[config.mk]
export PLATFORM = sky130hd
export DESIGN_NAME = addsub_seq
export DESIGN_NICKNAME = d
export VERILOG_FILES = /design/src/rtl/addsub_seq.sv
export SDC_FILE = /design/constraint.sdc
export NUM_CORES = 1
export LEC_CHECK = 0
export BUFFER_PORTS_ARGS = -buffer_cell sky130_fd_sc_hd__clkbuf_2
export CORE_MARGIN = 8
export CORE_UTILIZATION = 30
export CTS_CLUSTER_SIZE = 28
export DETAILED_ROUTE_END_ITERATION = 10
export PLACE_DENSITY_LB_ADDON = 0.2
export SLEW_MARGIN = 0
export SYNTH_ARGS = -nofsm -noshare
export SYNTH_HDL_FRONTEND = slang
export SYNTH_SLANG_ARGS = --single-unit
[constraint.sdc]
create_clock -name clk -period 4.4 [get_ports clk]
set_clock_uncertainty 0.1 [all_clocks]
set_input_delay 0.44 -clock clk [delete_from_list [all_inputs] [get_ports clk]]
set_output_delay 0.44 -clock clk [all_outputs]
set_load 0.05 [all_outputs]
[src/rtl/addsub_seq.sv]
// ---------------------------------------------------------------------------
// addsub_seq -- multi-cycle add/subtract unit.
//
// Purpose:
//   Computes A+B or A-B on WIDTH-bit operands using a single SEG-bit ripple
//   segment, processing one segment per clock (N = WIDTH/SEG cycles) with a
//   registered inter-segment carry. Carry, signed-overflow and zero flags are
//   returned alongside the result.
//
// Optional feature (compile-time macro):
//   ADDSUB_SAT_EN  -- adds the 'sat' input. When the registered sat bit is set
//                     and the operation overflows, the result is clamped to the
//                     signed limit in the direction of A's sign.
//
// Ports:
//   clk        in   rising-edge clock
//   rst_n      in   synchronous active-low reset
//   in_valid   in   operand pair valid
//   in_ready   out  block can accept operands (high only in IDLE)
//   a, b       in   WIDTH-bit operands
//   sub        in   0: A+B, 1: A-B
//   sat        in   saturate on signed overflow (ADDSUB_SAT_EN only)
//   out_valid  out  result valid (high only in DONE)
//   out_ready  in   consumer accepts result
//   result     out  WIDTH-bit sum/difference
//   cout       out  carry out of MSB (subtract: 1 = no borrow)
//   ovf        out  signed two's-complement overflow
//   zero       out  result == 0, after any saturation
//   dbg_state  out  current FSM state (IDLE=0, BUSY=1, DONE=2)
//
// Handshakes: a transfer happens on a rising edge where valid and ready are
// both high. in_ready does not depend on in_valid, out_valid does not depend
// on out_ready, and the producer holds data stable while valid is high and
// ready is low. Operands need not be held after their transfer edge.
// ---------------------------------------------------------------------------
module addsub_seq #(
    parameter int WIDTH = 32,
    parameter int SEG   = 8
) (
    input  logic             clk,
    input  logic             rst_n,
    input  logic             in_valid,
    output logic             in_ready,
    input  logic [WIDTH-1:0] a,
    input  logic [WIDTH-1:0] b,
    input  logic             sub,
`ifdef ADDSUB_SAT_EN
    input  logic             sat,
`endif
    output logic             out_valid,
    input  logic             out_ready,
    output logic [WIDTH-1:0] result,
    output logic             cout,
    output logic             ovf,
    output logic             zero,
    output logic [1:0]       dbg_state
);

    localparam int N  = WIDTH / SEG;
    localparam int KW = (N > 1) ? $clog2(N) : 1;
    localparam logic [KW-1:0] K_LAST = KW'(N - 1);

    generate
        if (SEG < 1 || (WIDTH % SEG) != 0) begin : g_bad_params
            $error("addsub_seq: WIDTH must be a positive multiple of SEG");
        end
    endgenerate

    typedef enum logic [1:0] {
        IDLE = 2'd0,
        BUSY = 2'd1,
        DONE = 2'd2
    } state_t;

    state_t            state, state_nxt;
    logic [KW-1:0]     k;
    logic [WIDTH-1:0]  a_r;
    logic [WIDTH-1:0]  b_r;      // already inverted for subtract
    logic              carry;
`ifdef ADDSUB_SAT_EN
    logic              sat_r;
`endif

    logic              last;
    logic [SEG-1:0]    a_seg;
    logic [SEG-1:0]    b_seg;
    logic [SEG:0]      seg_sum;
    logic              c_msb;
    logic              ovf_nxt;
    logic [WIDTH-1:0]  res_wr;
    logic [WIDTH-1:0]  res_fin;

    assign last      = (k == K_LAST);
    assign in_ready  = (state == IDLE);
    assign out_valid = (state == DONE);
    assign dbg_state = state;

    // Next-state logic
    always_comb begin
        state_nxt = state;
        case (state)
            IDLE:    if (in_valid)  state_nxt = BUSY;
            BUSY:    if (last)      state_nxt = DONE;
            DONE:    if (out_ready) state_nxt = IDLE;
            default:                state_nxt = IDLE;
        endcase
    end

    // Segment datapath: select segment k, add with carry, and splice the
    // segment sum back into a copy of the result register.
    always_comb begin
        a_seg  = '0;
        b_seg  = '0;
        res_wr = result;
        for (int i = 0; i < N; i++) begin
            if (k == KW'(i)) begin
                a_seg = a_r[i*SEG +: SEG];
                b_seg = b_r[i*SEG +: SEG];
            end
        end

        seg_sum = {1'b0, a_seg} + {1'b0, b_seg} + {{SEG{1'b0}}, carry};

        for (int i = 0; i < N; i++) begin
            if (k == KW'(i)) begin
                res_wr[i*SEG +: SEG] = seg_sum[SEG-1:0];
            end
        end

        // Carry into the top bit of this segment; only meaningful when k is
        // the last segment, where it feeds the overflow flag.
        c_msb   = seg_sum[SEG-1] ^ a_seg[SEG-1] ^ b_seg[SEG-1];
        ovf_nxt = c_msb ^ seg_sum[SEG];

        res_fin = res_wr;
`ifdef ADDSUB_SAT_EN
        // Overflow always pushes the result away from A's sign, so A's MSB
        // selects which limit to clamp to.
        if (sat_r && ovf_nxt) begin
            res_fin = a_r[WIDTH-1] ? {1'b1, {(WIDTH-1){1'b0}}}
                                   : {1'b0, {(WIDTH-1){1'b1}}};
        end
`endif
    end

    always_ff @(posedge clk) begin
        if (!rst_n) begin
            state  <= IDLE;
            k      <= '0;
            a_r    <= '0;
            b_r    <= '0;
            carry  <= 1'b0;
            result <= '0;
            cout   <= 1'b0;
            ovf    <= 1'b0;
            zero   <= 1'b0;
`ifdef ADDSUB_SAT_EN
            sat_r  <= 1'b0;
`endif
        end else begin
            state <= state_nxt;
            case (state)
                IDLE: begin
                    if (in_valid) begin
                        a_r   <= a;
                        // Subtract as A + ~B + 1: the +1 enters via the carry.
                        b_r   <= b ^ {WIDTH{sub}};
                        carry <= sub;
                        k     <= '0;
`ifdef ADDSUB_SAT_EN
                        sat_r <= sat;
`endif
                    end
                end
                BUSY: begin
                    carry <= seg_sum[SEG];
                    if (last) begin
                        k      <= '0;
                        result <= res_fin;
                        cout   <= seg_sum[SEG];
                        ovf    <= ovf_nxt;
                        zero   <= (res_fin == '0);
                    end else begin
                        k      <= k + 1'b1;
                        result <= res_wr;
                    end
                end
                default: ;
            endcase
        end
    end

endmodule
==> run summary <==
The run finished with clean final reports. In this run, post-CTS hold repair placed 0 buffers. The synthesized area per cell works out to 8.110 um2. Counting along the longest clock path gives a buffer depth of 2.

The count of nets left with antenna violations once routing finished came out at 0. Leaving out fill and tap cells, the most frequent cell in the layout is sky130_fd_sc_hd__nand2_1. After detailed routing, the average wire length per cell comes to 16.16 um.

The kind of critical path was reg2reg. Dividing the detail-routed via count by the number of cells gives 4.875. The critical path data required time was 4.58 ns; the proportion of power drawn by flip-flops and latches was 0.435. For the pin with the worst max-slew slack, the measured transition is 1.177 ns.

The part of the total power dissipated in the clock network was 0.369. The floorplan step set the die height to 148.8 um. Total power density per cell area: 379.9 nW/um2. Summed over all layers, the global routing overflow is 0.

Setup repair after global routing left no endpoint under its margin. Max-cap violations in this run came to 0. The worst register-to-register path has a setup slack of 0.40 ns.

Measured in cells, the most critical reg-to-reg path has a length of 14. The tree is rooted in a sky130_fd_sc_hd__clkbuf_16. The number of nets in the layout is 811.

The startpoint type of the worst setup path was a register. The worst hold path passes through 3 cells. Clock-pin slew was measured on the worst setup and hold paths at 0.07 ns. The tools report the I/O pin total as 108. TritonCTS built the clock tree.

After filler insertion, the fill cell instance count of the layout stands at 1836. The max-slew violation count is 0. The tools report the initial cell density of the core as 0.3057. The later-pin clock latency in the skew report came out at 0.35 ns. The end of the worst register-to-register path is zero. The length of the first detailed-routing pass in iterations came out at 5.

The largest net degree at the start of global routing was 48. The share of async-settable or async-resettable flops after synthesis was 0; the area fraction of the dominant cell type after synthesis was 0.3938. The area growth from synthesis to layout is 18.79%. The H-tree generated during clock tree synthesis spans 3 levels. The net switching fraction of the power came out at 0.2917. The area of the mapped netlist is 5288 um2.

Setup total negative slack on the finished layout was measured at 0 ns. The tightest hold path in the finished design has a slack of 0.2083 ns. The largest total area in the synthesized netlist belongs to sky130_fd_sc_hd__dfxtp_1. Leaving out fill and tap cells, the most frequent cells in the layout are sky130_fd_sc_hd__nand2_1, sky130_fd_sc_hd__clkbuf_2, sky130_fd_sc_hd__dfxtp_1.

After floorplanning, the core was divided into 48 placement rows. The count of state elements after synthesis is 104, and the half-perimeter wire length of the detailed placement result is 11740 um. The analysis attributes to net switching a power of 696.1 uW.

The floorplan step defined a die boundary enclosing 22130 um2. The number of flops mapped to enable cells by yosys was 0. The class of the tightest hold or removal check is in2reg.

STA puts the critical path data arrival time at 4.18 ns. The source of the worst hold timing path is a[18]. The via count is 4675, and the first-iteration detailed-routing DRC count is 325. Port buffering added 107 buffers. The number of buffers inserted by post-CTS setup repair is 0, and the share of the yosys chip area belonging to registers is 0.3938. The gate count after technology mapping was 652. The run gives 0 as the number of setup violations in the final report.

The tools report the total count of hold-check failures in the final report as 0. Of all nets on the critical path, the largest fanout is 25. In this run the critical register-to-register path is launched from k[1]. Counting the buffers created by CTS gives 9. The TritonCTS sink count was 104; the ratio of final minimum period to clock period was 0.9081.

The via count of the first global-routing pass was 4606; the combinational cell fraction of total power was 0.196. The overall global routing resource usage was 0.1378. The path with the worst hold slack has its endpoint at a_r[18].

After floorplanning, the core was sized to cover 17300 um2. IR analysis of the VDD net gives a maximum drop of 0.0002068 V. In the synthesized netlist the dominant register cell turns out to be sky130_fd_sc_hd__dfxtp_1. The routed design has 15490 um of wire.

The tools report the worst-case headroom to the max-slew limit as 0.2133. The post-synth net total is 734, and the number of warnings reported in the yosys synthesis log is 0. After detailed routing, the number of remaining DRC violations is 0. STA classifies the critical path endpoint as a register. Sorting the synthesized cells by area gives the leading types as sky130_fd_sc_hd__dfxtp_1, sky130_fd_sc_hd__nand2_1, sky130_fd_sc_hd__o211a_1, sky130_fd_sc_hd__a21boi_0, sky130_fd_sc_hd__xnor2_1. Based on the critical path, the design can be clocked at up to 250.3 MHz.

After synthesis, the netlist uses 42 different library cells. 0 antenna diodes ended up in the layout. The clock period minus worst slack is 3.996 ns. The die extent in x works out to 148.8 um.

The tools report the post-cts gate resize count as 0. The initial antenna violation count was 0. The global placer's final weighted congestion was 0.7940. For the first-pass GRT wire length, the log shows 24210 um.

Tracing the worst setup path back leads to its startpoint at k[1]. Share of final-layout standard cells stronger than drive strength 1: 0.1935. The internal cell power was 1690 uW. The static leakage is 0.002942 uW.
[metal layers]
metal	track usage	wire length [um]	vias to the layer above	part of all wire
met3	0.03944	1145	16	0.074
met1	0.1711	7036	2165	0.45
met5	0	0	-	0
li1	-	-	2341	-
met4	0.04291	232	0	0.015
met2	0.2266	7080	153	0.46
[worst max-delay path, cell delays in order, from the launching register on]
cell	delay, ns
sky130_fd_sc_hd__dfxtp_1	0.34
sky130_fd_sc_hd__inv_1	0.08
sky130_fd_sc_hd__ha_1	0.69
sky130_fd_sc_hd__nor2_1	0.11
sky130_fd_sc_hd__a21oi_1	0.16
sky130_fd_sc_hd__o21ai_0	0.09
sky130_fd_sc_hd__mux2i_1	0.27
sky130_fd_sc_hd__fa_1	0.24
sky130_fd_sc_hd__inv_1	0.05
sky130_fd_sc_hd__fa_1	0.40
sky130_fd_sc_hd__xnor2_1	0.65
sky130_fd_sc_hd__o2111ai_1	0.23
sky130_fd_sc_hd__nor3_1	0.22
sky130_fd_sc_hd__o211ai_1	0.12
sky130_fd_sc_hd__o21ai_1	0.14
[per-stage QoR]
step | util | setup slack, ns | cells | cell area [um2] | total power, uW
after global placement | 0.3441 | 0.4946 | 943 | 5952 | 1523
after CTS | 0.3631 | 0.3843 | 959 | 6281 | 2415
final | 0.3631 | 0.4042 | 959 | 6281 | 2386
after detailed placement | 0.3441 | 0.4115 | 943 | 5952 | 1531
after global routing | 0.3631 | 0.09523 | 959 | 6281 | 2502
after floorplan | - | 1.338 | 652 | 5288 | 1383
[flip-flops by register name, indices dropped and copies added, names as in the netlist]
signal	count
a_r	32
b_r	32
carry	1
cout	1
dbg_state	2
k	2
ovf	1
result	32
zero	1
[power by group through the flow]
stage	Combinational (uW)	Sequential (uW)	Clock, uW
final	468	1040	880
after global routing	514	1040	944
after CTS	473	1040	904
after detailed placement	471	1060	0
after global placement	464	1060	0
after floorplan	306	1080	0
[kinds of logic (layout without fill, tap and decap cells)]
group                    count (synthesis)  count (layout)  synth area share
AND/OR/NAND/NOR                        266             266            0.2080
AO/OA/AOI/OAI                          168             168            0.2399
flip-flops                             104             104            0.3938
buffers and inverters                   56             138           0.04614
XOR/XNOR                                43              43           0.07478
adder cells (fa/ha/maj)                 13              13           0.03360
multiplexers                             2               2          0.003786
[synth_stat cells (9+ instances only)]
| cell | instances |
|---|---|
| sky130_fd_sc_hd__a21boi_0 | 53 |
| sky130_fd_sc_hd__a21oi_1 | 35 |
| sky130_fd_sc_hd__buf_2 | 12 |
| sky130_fd_sc_hd__clkbuf_1 | 33 |
| sky130_fd_sc_hd__dfxtp_1 | 104 |
| sky130_fd_sc_hd__ha_1 | 11 |
| sky130_fd_sc_hd__nand2_1 | 185 |
| sky130_fd_sc_hd__nor2_1 | 37 |
| sky130_fd_sc_hd__nor2b_1 | 9 |
| sky130_fd_sc_hd__nor3_1 | 11 |
| sky130_fd_sc_hd__o211a_1 | 44 |
| sky130_fd_sc_hd__o21ai_0 | 18 |
| sky130_fd_sc_hd__xnor2_1 | 38 |
[how the worst max path moves through the flow]
| stage | cells after the start | to |
|---|---|---|
| detailed placement | 15 | zero |
| global route | 14 | zero |
| global placement | 14 | zero |
| floorplan | 16 | zero |
| finish | 14 | zero |
| CTS | 15 | zero |
[cell type report]
class	count	area [um2]	area share
sequential	104	2082	0.3315
tap	225	281.5	0.04482
clock buffer	10	239.0	0.03805
multi-input combinational	492	2963	0.4717
inverter	6	22.52	0.003586
timing repair buffer	116	603.1	0.09602
clock inverter	6	90.09	0.01434
Note: power is estimated with default switching activity, not from simulation.
